**src/rtl/rv_ctrl_pkg.sv**
```systemverilog
// Shared RV32I control encodings: opcodes, FSM state, mux selects and the
// per-state control word used by the multi-cycle controller.
package rv_ctrl_pkg;

    localparam logic [6:0] OP_R_TYPE = 7'b0110011;
    localparam logic [6:0] OP_I_ALU  = 7'b0010011;
    localparam logic [6:0] OP_LOAD   = 7'b0000011;
    localparam logic [6:0] OP_STORE  = 7'b0100011;
    localparam logic [6:0] OP_BRANCH = 7'b1100011;
    localparam logic [6:0] OP_JAL    = 7'b1101111;
    localparam logic [6:0] OP_JALR   = 7'b1100111;

    localparam logic [1:0] SRC_A_PC     = 2'd0;
    localparam logic [1:0] SRC_A_OLD_PC = 2'd1;
    localparam logic [1:0] SRC_A_RS1    = 2'd2;
    localparam logic [1:0] SRC_B_RS2    = 2'd0;
    localparam logic [1:0] SRC_B_IMM    = 2'd1;
    localparam logic [1:0] SRC_B_FOUR   = 2'd2;

    typedef enum logic [3:0] {
        ST_IDLE     = 4'd0,
        ST_FETCH    = 4'd1,
        ST_DECODE   = 4'd2,
        ST_EXEC_R   = 4'd3,
        ST_EXEC_I   = 4'd4,
        ST_MEM_ADDR = 4'd5,
        ST_MEM_RD   = 4'd6,
        ST_MEM_WR   = 4'd7,
        ST_WB_ALU   = 4'd8,
        ST_WB_MEM   = 4'd9,
        ST_BRANCH   = 4'd10,
        ST_JAL      = 4'd11,
        ST_JALR     = 4'd12,
        ST_TRAP     = 4'd13
    } state_t;

    typedef enum logic [1:0] {
        ALU_ADD    = 2'b00,
        ALU_BRANCH = 2'b01,
        ALU_RFUNCT = 2'b10,
        ALU_IFUNCT = 2'b11
    } alu_op_t;

    typedef enum logic [1:0] {
        RES_ALU_OUT    = 2'd0,
        RES_MEM_DATA   = 2'd1,
        RES_ALU_DIRECT = 2'd2
    } result_src_t;

    typedef enum logic [1:0] {
        JUMP_NONE = 2'b00,
        JUMP_JAL  = 2'b01,
        JUMP_JALR = 2'b11
    } jump_t;

    // ready_qual marks states whose pc_write/ir_write/instr_done wait on mem_ready
    typedef struct packed {
        logic        pc_write;
        logic        ir_write;
        logic        i_or_d;
        logic        mem_req;
        logic        mem_we;
        logic [1:0]  alu_src_a;
        logic [1:0]  alu_src_b;
        alu_op_t     alu_op;
        result_src_t result_src;
        logic        reg_write;
        logic        branch;
        jump_t       jump;
        logic        instr_done;
        logic        trap;
        logic        ready_qual;
    } ctrl_t;

    function automatic ctrl_t state_ctrl(state_t s);
        ctrl_t c;
        c = '0;
        case (s)
            ST_FETCH: begin
                c.mem_req    = 1'b1;
                c.ir_write   = 1'b1;
                c.pc_write   = 1'b1;
                c.ready_qual = 1'b1;
                c.alu_src_a  = SRC_A_PC;
                c.alu_src_b  = SRC_B_FOUR;
                c.result_src = RES_ALU_DIRECT;
            end
            ST_DECODE: begin
                c.alu_src_a = SRC_A_OLD_PC;
                c.alu_src_b = SRC_B_IMM;
            end
            ST_EXEC_R: begin
                c.alu_src_a = SRC_A_RS1;
                c.alu_src_b = SRC_B_RS2;
                c.alu_op    = ALU_RFUNCT;
            end
            ST_EXEC_I: begin
                c.alu_src_a = SRC_A_RS1;
                c.alu_src_b = SRC_B_IMM;
                c.alu_op    = ALU_IFUNCT;
            end
            ST_MEM_ADDR: begin
                c.alu_src_a = SRC_A_RS1;
                c.alu_src_b = SRC_B_IMM;
            end
            ST_MEM_RD: begin
                c.mem_req = 1'b1;
                c.i_or_d  = 1'b1;
            end
            ST_MEM_WR: begin
                c.mem_req    = 1'b1;
                c.mem_we     = 1'b1;
                c.i_or_d     = 1'b1;
                c.instr_done = 1'b1;
                c.ready_qual = 1'b1;
            end
            ST_WB_ALU: begin
                c.reg_write  = 1'b1;
                c.result_src = RES_ALU_OUT;
                c.instr_done = 1'b1;
            end
            ST_WB_MEM: begin
                c.reg_write  = 1'b1;
                c.result_src = RES_MEM_DATA;
                c.instr_done = 1'b1;
            end
            ST_BRANCH: begin
                c.alu_src_a  = SRC_A_RS1;
                c.alu_src_b  = SRC_B_RS2;
                c.alu_op     = ALU_BRANCH;
                c.branch     = 1'b1;
                c.result_src = RES_ALU_OUT;
                c.instr_done = 1'b1;
            end
            ST_JAL: begin
                c.jump       = JUMP_JAL;
                c.pc_write   = 1'b1;
                c.reg_write  = 1'b1;
                c.alu_src_a  = SRC_A_OLD_PC;
                c.alu_src_b  = SRC_B_FOUR;
                c.result_src = RES_ALU_OUT;
                c.instr_done = 1'b1;
            end
            ST_JALR: begin
                c.jump       = JUMP_JALR;
                c.pc_write   = 1'b1;
                c.reg_write  = 1'b1;
                c.alu_src_a  = SRC_A_OLD_PC;
                c.alu_src_b  = SRC_B_FOUR;
                c.instr_done = 1'b1;
            end
            ST_TRAP: c.trap = 1'b1;
            default: ;
        endcase
        return c;
    endfunction

endpackage

```
**src/rtl/mem_wait_timer.sv**
```systemverilog
// Counts memory wait cycles for one access and flags when the limit is hit.
// LIMIT of 0 disables expiry; the counter then saturates instead of wrapping.
module mem_wait_timer #(
    parameter int unsigned LIMIT = 15
) (
    input  logic clk,
    input  logic reset,
    input  logic clear,
    input  logic inc,
    output logic expired
);

    localparam int unsigned   CNT_W      = (LIMIT == 0) ? 1 : $clog2(LIMIT + 1);
    localparam logic [CNT_W-1:0] CNT_MAX = '1;
    localparam logic [CNT_W-1:0] LIMIT_V = CNT_W'(LIMIT);
    localparam bit            TIMEOUT_EN = (LIMIT != 0);

    logic [CNT_W-1:0] count_q, count_d;

    always_comb begin
        count_d = count_q;
        if (clear) begin
            count_d = '0;
        end else if (inc && (count_q != CNT_MAX)) begin
            count_d = count_q + 1'b1;
        end
    end

    always_ff @(posedge clk) begin
        if (reset) begin
            count_q <= '0;
        end else begin
            count_q <= count_d;
        end
    end

    assign expired = TIMEOUT_EN && (count_q == LIMIT_V);

endmodule

```
**src/rtl/multicycle_control.sv**
```systemverilog
// Multi-cycle RV32I main controller: Moore FSM sequencing FETCH..WB with a
// memory handshake, wait timeout and sticky trap on illegal opcodes/stalls.
module multicycle_control
    import rv_ctrl_pkg::*;
#(
    parameter int unsigned MEM_TIMEOUT = 15,
    parameter int unsigned ALU_OP_W    = 2
) (
    input  logic                clk,
    input  logic                reset,
    input  logic [6:0]          opcode,
    input  logic                mem_ready,
    output logic                pc_write,
    output logic                ir_write,
    output logic                i_or_d,
    output logic                mem_req,
    output logic                mem_we,
    output logic [1:0]          alu_src_a,
    output logic [1:0]          alu_src_b,
    output logic [ALU_OP_W-1:0] alu_op,
    output logic [1:0]          result_src,
    output logic                reg_write,
    output logic                branch,
    output logic [1:0]          jump,
    output logic                instr_done,
    output logic                trap
);

    state_t state_q, state_d;
    ctrl_t  ctrl_q, ctrl_d;
    logic   is_store_q, is_store_d;
    logic   wait_clear, wait_inc, wait_expired;
    logic   qual_ok;

    assign wait_inc   = ctrl_q.mem_req && !mem_ready;
    assign wait_clear = (state_d != state_q) &&
                        (state_d inside {ST_FETCH, ST_MEM_RD, ST_MEM_WR});

    mem_wait_timer #(
        .LIMIT(MEM_TIMEOUT)
    ) u_wait_timer (
        .clk    (clk),
        .reset  (reset),
        .clear  (wait_clear),
        .inc    (wait_inc),
        .expired(wait_expired)
    );

    always_comb begin
        state_d    = state_q;
        is_store_d = is_store_q;
        case (state_q)
            ST_IDLE:  state_d = ST_FETCH;
            ST_FETCH: begin
                if (mem_ready)         state_d = ST_DECODE;
                else if (wait_expired) state_d = ST_TRAP;
            end
            ST_DECODE: begin
                is_store_d = (opcode == OP_STORE);
                case (opcode)
                    OP_R_TYPE:         state_d = ST_EXEC_R;
                    OP_I_ALU:          state_d = ST_EXEC_I;
                    OP_LOAD, OP_STORE: state_d = ST_MEM_ADDR;
                    OP_BRANCH:         state_d = ST_BRANCH;
                    OP_JAL:            state_d = ST_JAL;
                    OP_JALR:           state_d = ST_JALR;
                    default:           state_d = ST_TRAP;
                endcase
            end
            ST_EXEC_R, ST_EXEC_I: state_d = ST_WB_ALU;
            ST_MEM_ADDR: state_d = is_store_q ? ST_MEM_WR : ST_MEM_RD;
            ST_MEM_RD: begin
                if (mem_ready)         state_d = ST_WB_MEM;
                else if (wait_expired) state_d = ST_TRAP;
            end
            ST_MEM_WR: begin
                if (mem_ready)         state_d = ST_FETCH;
                else if (wait_expired) state_d = ST_TRAP;
            end
            ST_WB_ALU, ST_WB_MEM, ST_BRANCH, ST_JAL, ST_JALR: state_d = ST_FETCH;
            ST_TRAP:  state_d = ST_TRAP;
            default:  state_d = ST_TRAP;
        endcase
        ctrl_d = state_ctrl(state_d);
    end

    always_ff @(posedge clk) begin
        if (reset) begin
            state_q    <= ST_IDLE;
            ctrl_q     <= '0;
            is_store_q <= 1'b0;
        end else begin
            state_q    <= state_d;
            ctrl_q     <= ctrl_d;
            is_store_q <= is_store_d;
        end
    end

    // Control word is registered from next state; only the handshake-gated
    // enables see mem_ready combinationally so they fire on the completing edge.
    assign qual_ok    = !ctrl_q.ready_qual || mem_ready;
    assign pc_write   = ctrl_q.pc_write && qual_ok;
    assign ir_write   = ctrl_q.ir_write && qual_ok;
    assign instr_done = ctrl_q.instr_done && qual_ok;
    assign i_or_d     = ctrl_q.i_or_d;
    assign mem_req    = ctrl_q.mem_req;
    assign mem_we     = ctrl_q.mem_we;
    assign alu_src_a  = ctrl_q.alu_src_a;
    assign alu_src_b  = ctrl_q.alu_src_b;
    assign alu_op     = ALU_OP_W'(ctrl_q.alu_op);
    assign result_src = ctrl_q.result_src;
    assign reg_write  = ctrl_q.reg_write;
    assign branch     = ctrl_q.branch;
    assign jump       = ctrl_q.jump;
    assign trap       = ctrl_q.trap;

endmodule

```
**config.mk**
```make
export PLATFORM = sky130hd
export DESIGN_NAME = multicycle_control
export DESIGN_NICKNAME = d
export VERILOG_FILES = /design/src/rtl/rv_ctrl_pkg.sv /design/src/rtl/mem_wait_timer.sv /design/src/rtl/multicycle_control.sv
export SDC_FILE = /design/constraint.sdc
export NUM_CORES = 1
export LEC_CHECK = 0
export CAP_MARGIN = 20
export CORE_MARGIN = 4
export CORE_UTILIZATION = 45
export DETAILED_ROUTE_END_ITERATION = 6
export PLACE_DENSITY = 0.83
export SLEW_MARGIN = 20
export SYNTH_ARGS = -nofsm -noshare
export SYNTH_HDL_FRONTEND = slang
export SYNTH_SLANG_ARGS = --single-unit
```
**constraint.sdc**
```tcl
create_clock -name clk -period 2.15 [get_ports clk]
set_clock_uncertainty 0.15 [all_clocks]
set_input_delay 0.3225 -clock clk [delete_from_list [all_inputs] [get_ports clk]]
set_output_delay 0.3225 -clock clk [all_outputs]
set_load 0.01 [all_outputs]
```
# Word level (Yosys, flattened, before mapping)
# Index checks and enable logic that the tools add are counted.
word_totals:
  regBits: 29
  inputBits: 10
  wordCells: 99
op_classes:
  addsub: 1
  n_reduce_logical: 24
  n_eq_ne: 35
  muxes: 21
op_table:
  columns: ["operator", "count"]
  rows:
  - ["$eq 4x4->1 const B", 12]
  - ["$eq 4x3->1 const B", 8]
  - ["$pmux 4 s7", 1]
  - ["$pmux 4 s6", 1]
  - ["$eq 7x7->1 const B", 3]
  - ["$pmux 4 s5", 1]
  - ["$eq 4x2->1 const B", 4]
  - ["$mux 4", 4]
  - ["$reduce_or 2->1", 8]
  - ["$eq 7x6->1 const B", 2]
  - ["$reduce_or 6->1", 2]
  - ["$mux 1", 11]
  - ["$eq 4x1->1 const B", 2]
  - ["$pmux 2 s2", 2]
  - ["$eq 7x2->1 const B", 1]
  - ["$eq 7x5->1 const B", 1]
  - ["$logic_and 1x1->1", 6]
  - ["$pmux 2 s3", 1]
  - ["$reduce_or 3->1", 2]
  - ["$add 4x1->4 const B", 1]
  - ["$logic_not 4->1", 1]
  - ["$ne 4x4->1", 1]
  - ["$ne 4x4->1 const B", 1]
  - ["$reduce_or 4->1", 1]
  - ["other kinds (3)", 4]

# Depth between registers and ports, before layout
logic_depth:
  ltp_word: 8
  ltp_mapped: 8
  ltp_nobuf: 7

# Cells and area by module
# Synthesis repeated with hierarchy kept, for this count alone.
hier_totals:
  cells_unflattened: 173
  area_unflattened_um2: 1537.7
by_module_without_submodules:
  columns: ["mod", "area_per_inst_um2", "n_inst", "cells_each"]
  rows:
  - ["multicycle_control", 1326.3, 1, 151]
  - ["mem_wait_timer", 211.5, 1, 22]

# Worst setup path after synthesis
# Ideal clock, no wire load.
synth_timing:
  path_kind: "input-to-reg"
  start: "in opcode[6]"
  end: "reg ctrl_q (netlist bit alu_src_a[0])"
  setup_time_ns: 0.134
  cell_stages: 7
  path_slack_ns: 0.006
  arrival_time_ns: 1.860
  path_cell_list: "clkbuf_2 > or4b_1 > a211oi_2 > o2111ai_2 > and4_1 > a21oi_2 > o22ai_1"
synth_between:
  elab_chain_cells: 7
synth_lines:
  columns: ["item", "line", "rtl"]
  rows:
  - ["start, declared", "multicycle_control.sv:11", "input logic [6:0] opcode,"]
  - ["$eq 7x6->1 / $eq 7x2->1 (equally long branches)", "multicycle_control.sv:60", "case (opcode)"]
  - ["$reduce_or 2->1", "multicycle_control.sv:60", null]
  - ["$pmux 4 s6 (*)", "multicycle_control.sv:60", null]
  - ["$pmux 4 s7 (*)", "multicycle_control.sv:52", "case (state_q)"]
  - ["$eq 4x4->1 (tied with other cells)", "rv_ctrl_pkg.sv:78", "case (s)"]
  - ["$reduce_or 2->1 (no line)", null, null]
  - ["$pmux 4 s5 (*)", "rv_ctrl_pkg.sv:78", null]
  - ["end signal, assigned", "multicycle_control.sv:94", "ctrl_q <= ctrl_d;"]
  - ["end, declared", "multicycle_control.sv:30", "ctrl_t ctrl_q, ctrl_d;"]
# Every way passes the cells marked *; elsewhere a longest branch is shown, timed or not.
# A chain may end at the register's enable or synchronous reset.

# Final worst setup path
layout_timing:
  start: "reg state_q[2]"
  end: "reg ctrl_q (netlist bit alu_src_a[1])"
layout_between:
  elab_chain_cells: 6
layout_lines:
  columns: ["item", "line", "rtl"]
  rows:
  - ["start, declared", "multicycle_control.sv:29", "state_t state_q, state_d;"]
  - ["start signal, assigned", "multicycle_control.sv:93", "state_q <= state_d;"]
  - ["$eq 4x4->1 (tied with other cells)", "multicycle_control.sv:52", null]
  - ["$reduce_or 6->1 (no line) (tied with other cells)", null, null]
  - ["$pmux 4 s7 (*)", "multicycle_control.sv:52", null]
  - ["$eq 4x4->1 (tied with other cells)", "rv_ctrl_pkg.sv:78", null]
  - ["$reduce_or 2->1 (no line)", null, null]
  - ["$pmux 4 s5 (*)", "rv_ctrl_pkg.sv:78", null]
# Marks and branches as above.

==> flow_summary.json <==
{
  "reg2reg_slack_ns": 0.01,
  "run_status": "finished, final reports clean",
  "syn_nets": 197,
  "pwr-share-comb_pct": 33.6,
  "setup_viol": 0,
  "viasPerCell": 5.500,
  "timing_worst_setup_path_type": "flip-flop to flip-flop",
  "r2r_cells": 6,
  "synth_top_area_share_pct": 35.61,
  "area_growth_pct": 46.05,
  "rows": 21,
  "final-hold-violation-count": 0,
  "seqPwrFrac_pct": 42.9,
  "slew_viol_final": 0,
  "synth.largest_area_cell": "dfxtp_1",
  "routed.top_layer": "met4",
  "p_sw_share_pct": 31.84,
  "fin_util_pct": 69.71,
  "start_util_pct": 47.73,
  "num_vias": 1628,
  "slew_headroom_pct": 76.61,
  "cts.htree.levels": 2,
  "design_area_um2": 2381,
  "remaining_drc_errors": 0,
  "drtPass1Iterations": 4,
  "die_w_um": 68.19,
  "intPower_mw": 0.9375,
  "peakVddDrop_mv": 0.4224,
  "grt_usage_pct": 19.75,
  "fin_crit_sh_pct": 99.51,
  "die-area_um2": 4650,
  "pwr-share-clk_pct": 23.5,
  "cts_buffers": 5,
  "grt_overflow_total": 0,
  "fill_cells": 261,
  "place.gp.congestion": 0.8592,
  "grt_pass1_wl_um": 6782,
  "root_buffer": "clkbuf_4",
  "startpoint_type": "flip-flop",
  "drtIter0Drc": 83,
  "drt_wl_total_um": 4448,
  "cts_buffer_depth": 2,
  "dieHeight_um": 68.19,
  "dp_hpwl_um": 3179,
  "synth_cells": 186,
  "io_buffer_count": 28,
  "rsz0062_at_grt": "true",
  "seq_area_frac_synth_pct": 35.61,
  "wl_met1_um": 1848,
  "synthArstFlopShare_pct": 0,
  "min_period_ns": 2.140,
  "maxCapViolations": 0,
  "yosysUniqueCellTypes": 53,
  "first_global_vias": 1447,
  "routedWlPerCell_um": 15.03,
  "holdCritPathClass": "flip-flop to flip-flop",
  "worstSetupEndpoint": "alu_src_a[1]",
  "grt_max_degree": 15,
  "switching_power_mw": 0.4379,
  "antenna_left": 0,
  "synth_area_um2": 1630,
  "pin_count": 29,
  "worst_pin_slew_ns": 0.3482,
  "clock_latency_ns": 0.33,
  "synth_area_leaders": "dfxtp_1 (36%), buf_4 (5.1%), nand2_1 (3.2%)",
  "core_area_um2": 3416,
  "endpoint_kind": "flip-flop",
  "p_per_area_nw_per_um2": 577.6,
  "antennaDiodeCount": 0,
  "route.met3.wl_um": 243,
  "ys_ff_latch": 29,
  "antenna_found_initial": 0,
  "wl_met2_um": 2295,
  "postPlaceCellArea_um2": 2173,
  "synth_warnings": 0,
  "fin_nets": 260,
  "crit_start": "state_q[2]",
  "drive_gt1_share_pct": 36.80,
  "r2r_start": "state_q[2]",
  "clk_pin_slew_worst_paths_ns": 0.10,
  "synthFlopType": "dfxtp_1",
  "numClockSinks": 29,
  "synth-edff-count": 0,
  "fmax_mhz": 467.4,
  "r2r_end": "alu_src_a[1]",
  "worstPathMaxFanout": 6,
  "arrival_ns": 2.25,
  "cts_tree": "built",
  "synth.avg_cell_area_um2": 8.765,
  "critical_path_required_ns": 2.26,
  "leakage_nw": 0.9661
}
==> cells in the mapped netlist, types with 2 or more instances <==
master,n
nor2b_1,5
nand4b_1,4
clkbuf_1,2
buf_2,4
and2_1,7
a21o_1,5
nand2b_1,6
nor3_1,5
buf_4,11
a211oi_1,2
nor4_1,3
xor2_1,2
inv_1,6
xnor2_1,2
nand3_1,4
nand2_1,14
nand3b_1,3
o31ai_1,2
o32ai_1,2
a21oi_1,8
o21ai_0,5
dfxtp_1,29
o21bai_1,4
o2111ai_2,2
nor2_1,14
o211ai_1,5
buf_6,2
o22ai_1,2
mux2i_1,2
==> power by group through the flow <==
stage          clock network [mW]  logic [mW]  registers [mW]
6_report                    0.323       0.463           0.590
3_3_place_gp                    0       0.391           0.601
3_5_place_dp                    0       0.402           0.603
5_1_grt                     0.349       0.497           0.593
4_1_cts                     0.326       0.413           0.589
2_1_floorplan                   0       0.226           0.600
==> flip-flops by register name, summed over array words and instances, names as in the netlist <==
name	count
mem_we	1
mem_req	1
u_wait_timer.count_q	4
trap	1
is_store_q	1
state_q	4
i_or_d	1
ctrl_q	4
result_src	2
alu_src_b	2
alu_op	2
alu_src_a	2
branch	1
reg_write	1
jump	2
==> routing by layer <==
metal	up-vias	track usage, %
met3	8	6.568
met1	781	23.16
li1	784	-
met4	0	5.211
met5	-	0
met2	55	34.30
==> logic make-up (layout without fill, tap and decap cells) <==
logic type | after synthesis | count (layout) | synth area share, %
buffers and inverters | 26 | 90 | 9.823
flip-flops | 29 | 29 | 35.61
multiplexers | 2 | 2 | 1.228
adder cells (fa/ha/maj) | 1 | 1 | 0.7673
AO/OA/AOI/OAI | 45 | 45 | 21.64
AND/OR/NAND/NOR | 79 | 79 | 28.78
XOR/XNOR | 4 | 4 | 2.149
==> how the worst min path moves through the flow <==
stage            endpoint  cells after the start  startpoint  slack [ns]
2_1_floorplan   alu_op[0]                      1       reset        0.25
3_3_place_gp   is_store_q                      2  is_store_q        0.32
3_5_place_dp   is_store_q                      2  is_store_q        0.32
4_1_cts        is_store_q                      2  is_store_q        0.33
5_1_grt        is_store_q                      2  is_store_q        0.39
6_report       is_store_q                      2  is_store_q        0.35
==> critical path, cell delays in order (launching register included) <==
cell       delay, ns
dfxtp_4         0.38
or4b_4          0.56
buf_6           0.15
o2111ai_4       0.30
and4_4          0.30
o21bai_1        0.09
a21oi_1         0.13
==> area by class of cell <==
type                            instances  area, um2  area share, %
Multi-Input combinational cell        131      999.7          41.99
Sequential cell                        29      588.1          24.70
Timing Repair Buffer                   76      658.1          27.64
Clock inverter                          3      17.52         0.7357
Inverter                                6      22.52         0.9459
Tap cell                               46      57.56          2.417
Clock buffer                            5      37.54          1.576
==> cells in the final DEF, fill, tap and decap left out, types with 2 or more instances in the layout <==
cell type         n
buf_4            43
dfxtp_1          25
clkdlybuf4s50_1  23
nor2_1           13
nand2_1          12
a21oi_1           8
and2_1            6
inv_1             6
nand2b_1          5
o211ai_1          5
a21o_1            5
nor3_1            5
clkbuf_4          5
o21ai_0           4
nand4b_1          4
nand3_1           4
o21bai_1          4
dlygate4sd2_1     4
buf_6             4
nor2b_1           3
a211oi_2          3
nand3b_1          3
dfxtp_2           3
nor2b_2           2
nor4_1            2
xnor2_1           2
o31ai_1           2
or4b_4            2
nand2_2           2
xor2_1            2
o21ai_1           2
o22ai_1           2
mux2i_1           2
clkinv_2          2
==> per-stage QoR <==
step | hold slack [ns] | total power [mW] | cells | worst slack [ns] | setup TNS [ns]
after floorplan | 0.2510 | 0.8263 | 186 | 0.006397 | 0
after global placement | 0.3167 | 0.9923 | 284 | -0.4075 | -8.620
after detailed placement | 0.3166 | 1.005 | 284 | -0.4670 | -9.763
after CTS | 0.3334 | 1.328 | 293 | -0.01297 | -0.02014
after global routing | 0.3858 | 1.439 | 296 | -0.06822 | -0.4003
final | 0.3475 | 1.375 | 296 | 0.01043 | 0
==> repair_timing <==
| item | 4_1_cts | 5_1_grt |
|---|---|---|
| endpoints found under the setup margin | 24 | 24 |
| gates resized for setup | 13 | 27 |
| pin swaps | 12 | 5 |
| hold buffers | 0 | 0 |
| setup buffers | 1 | 3 |
Power figures use the tool's default switching activity.
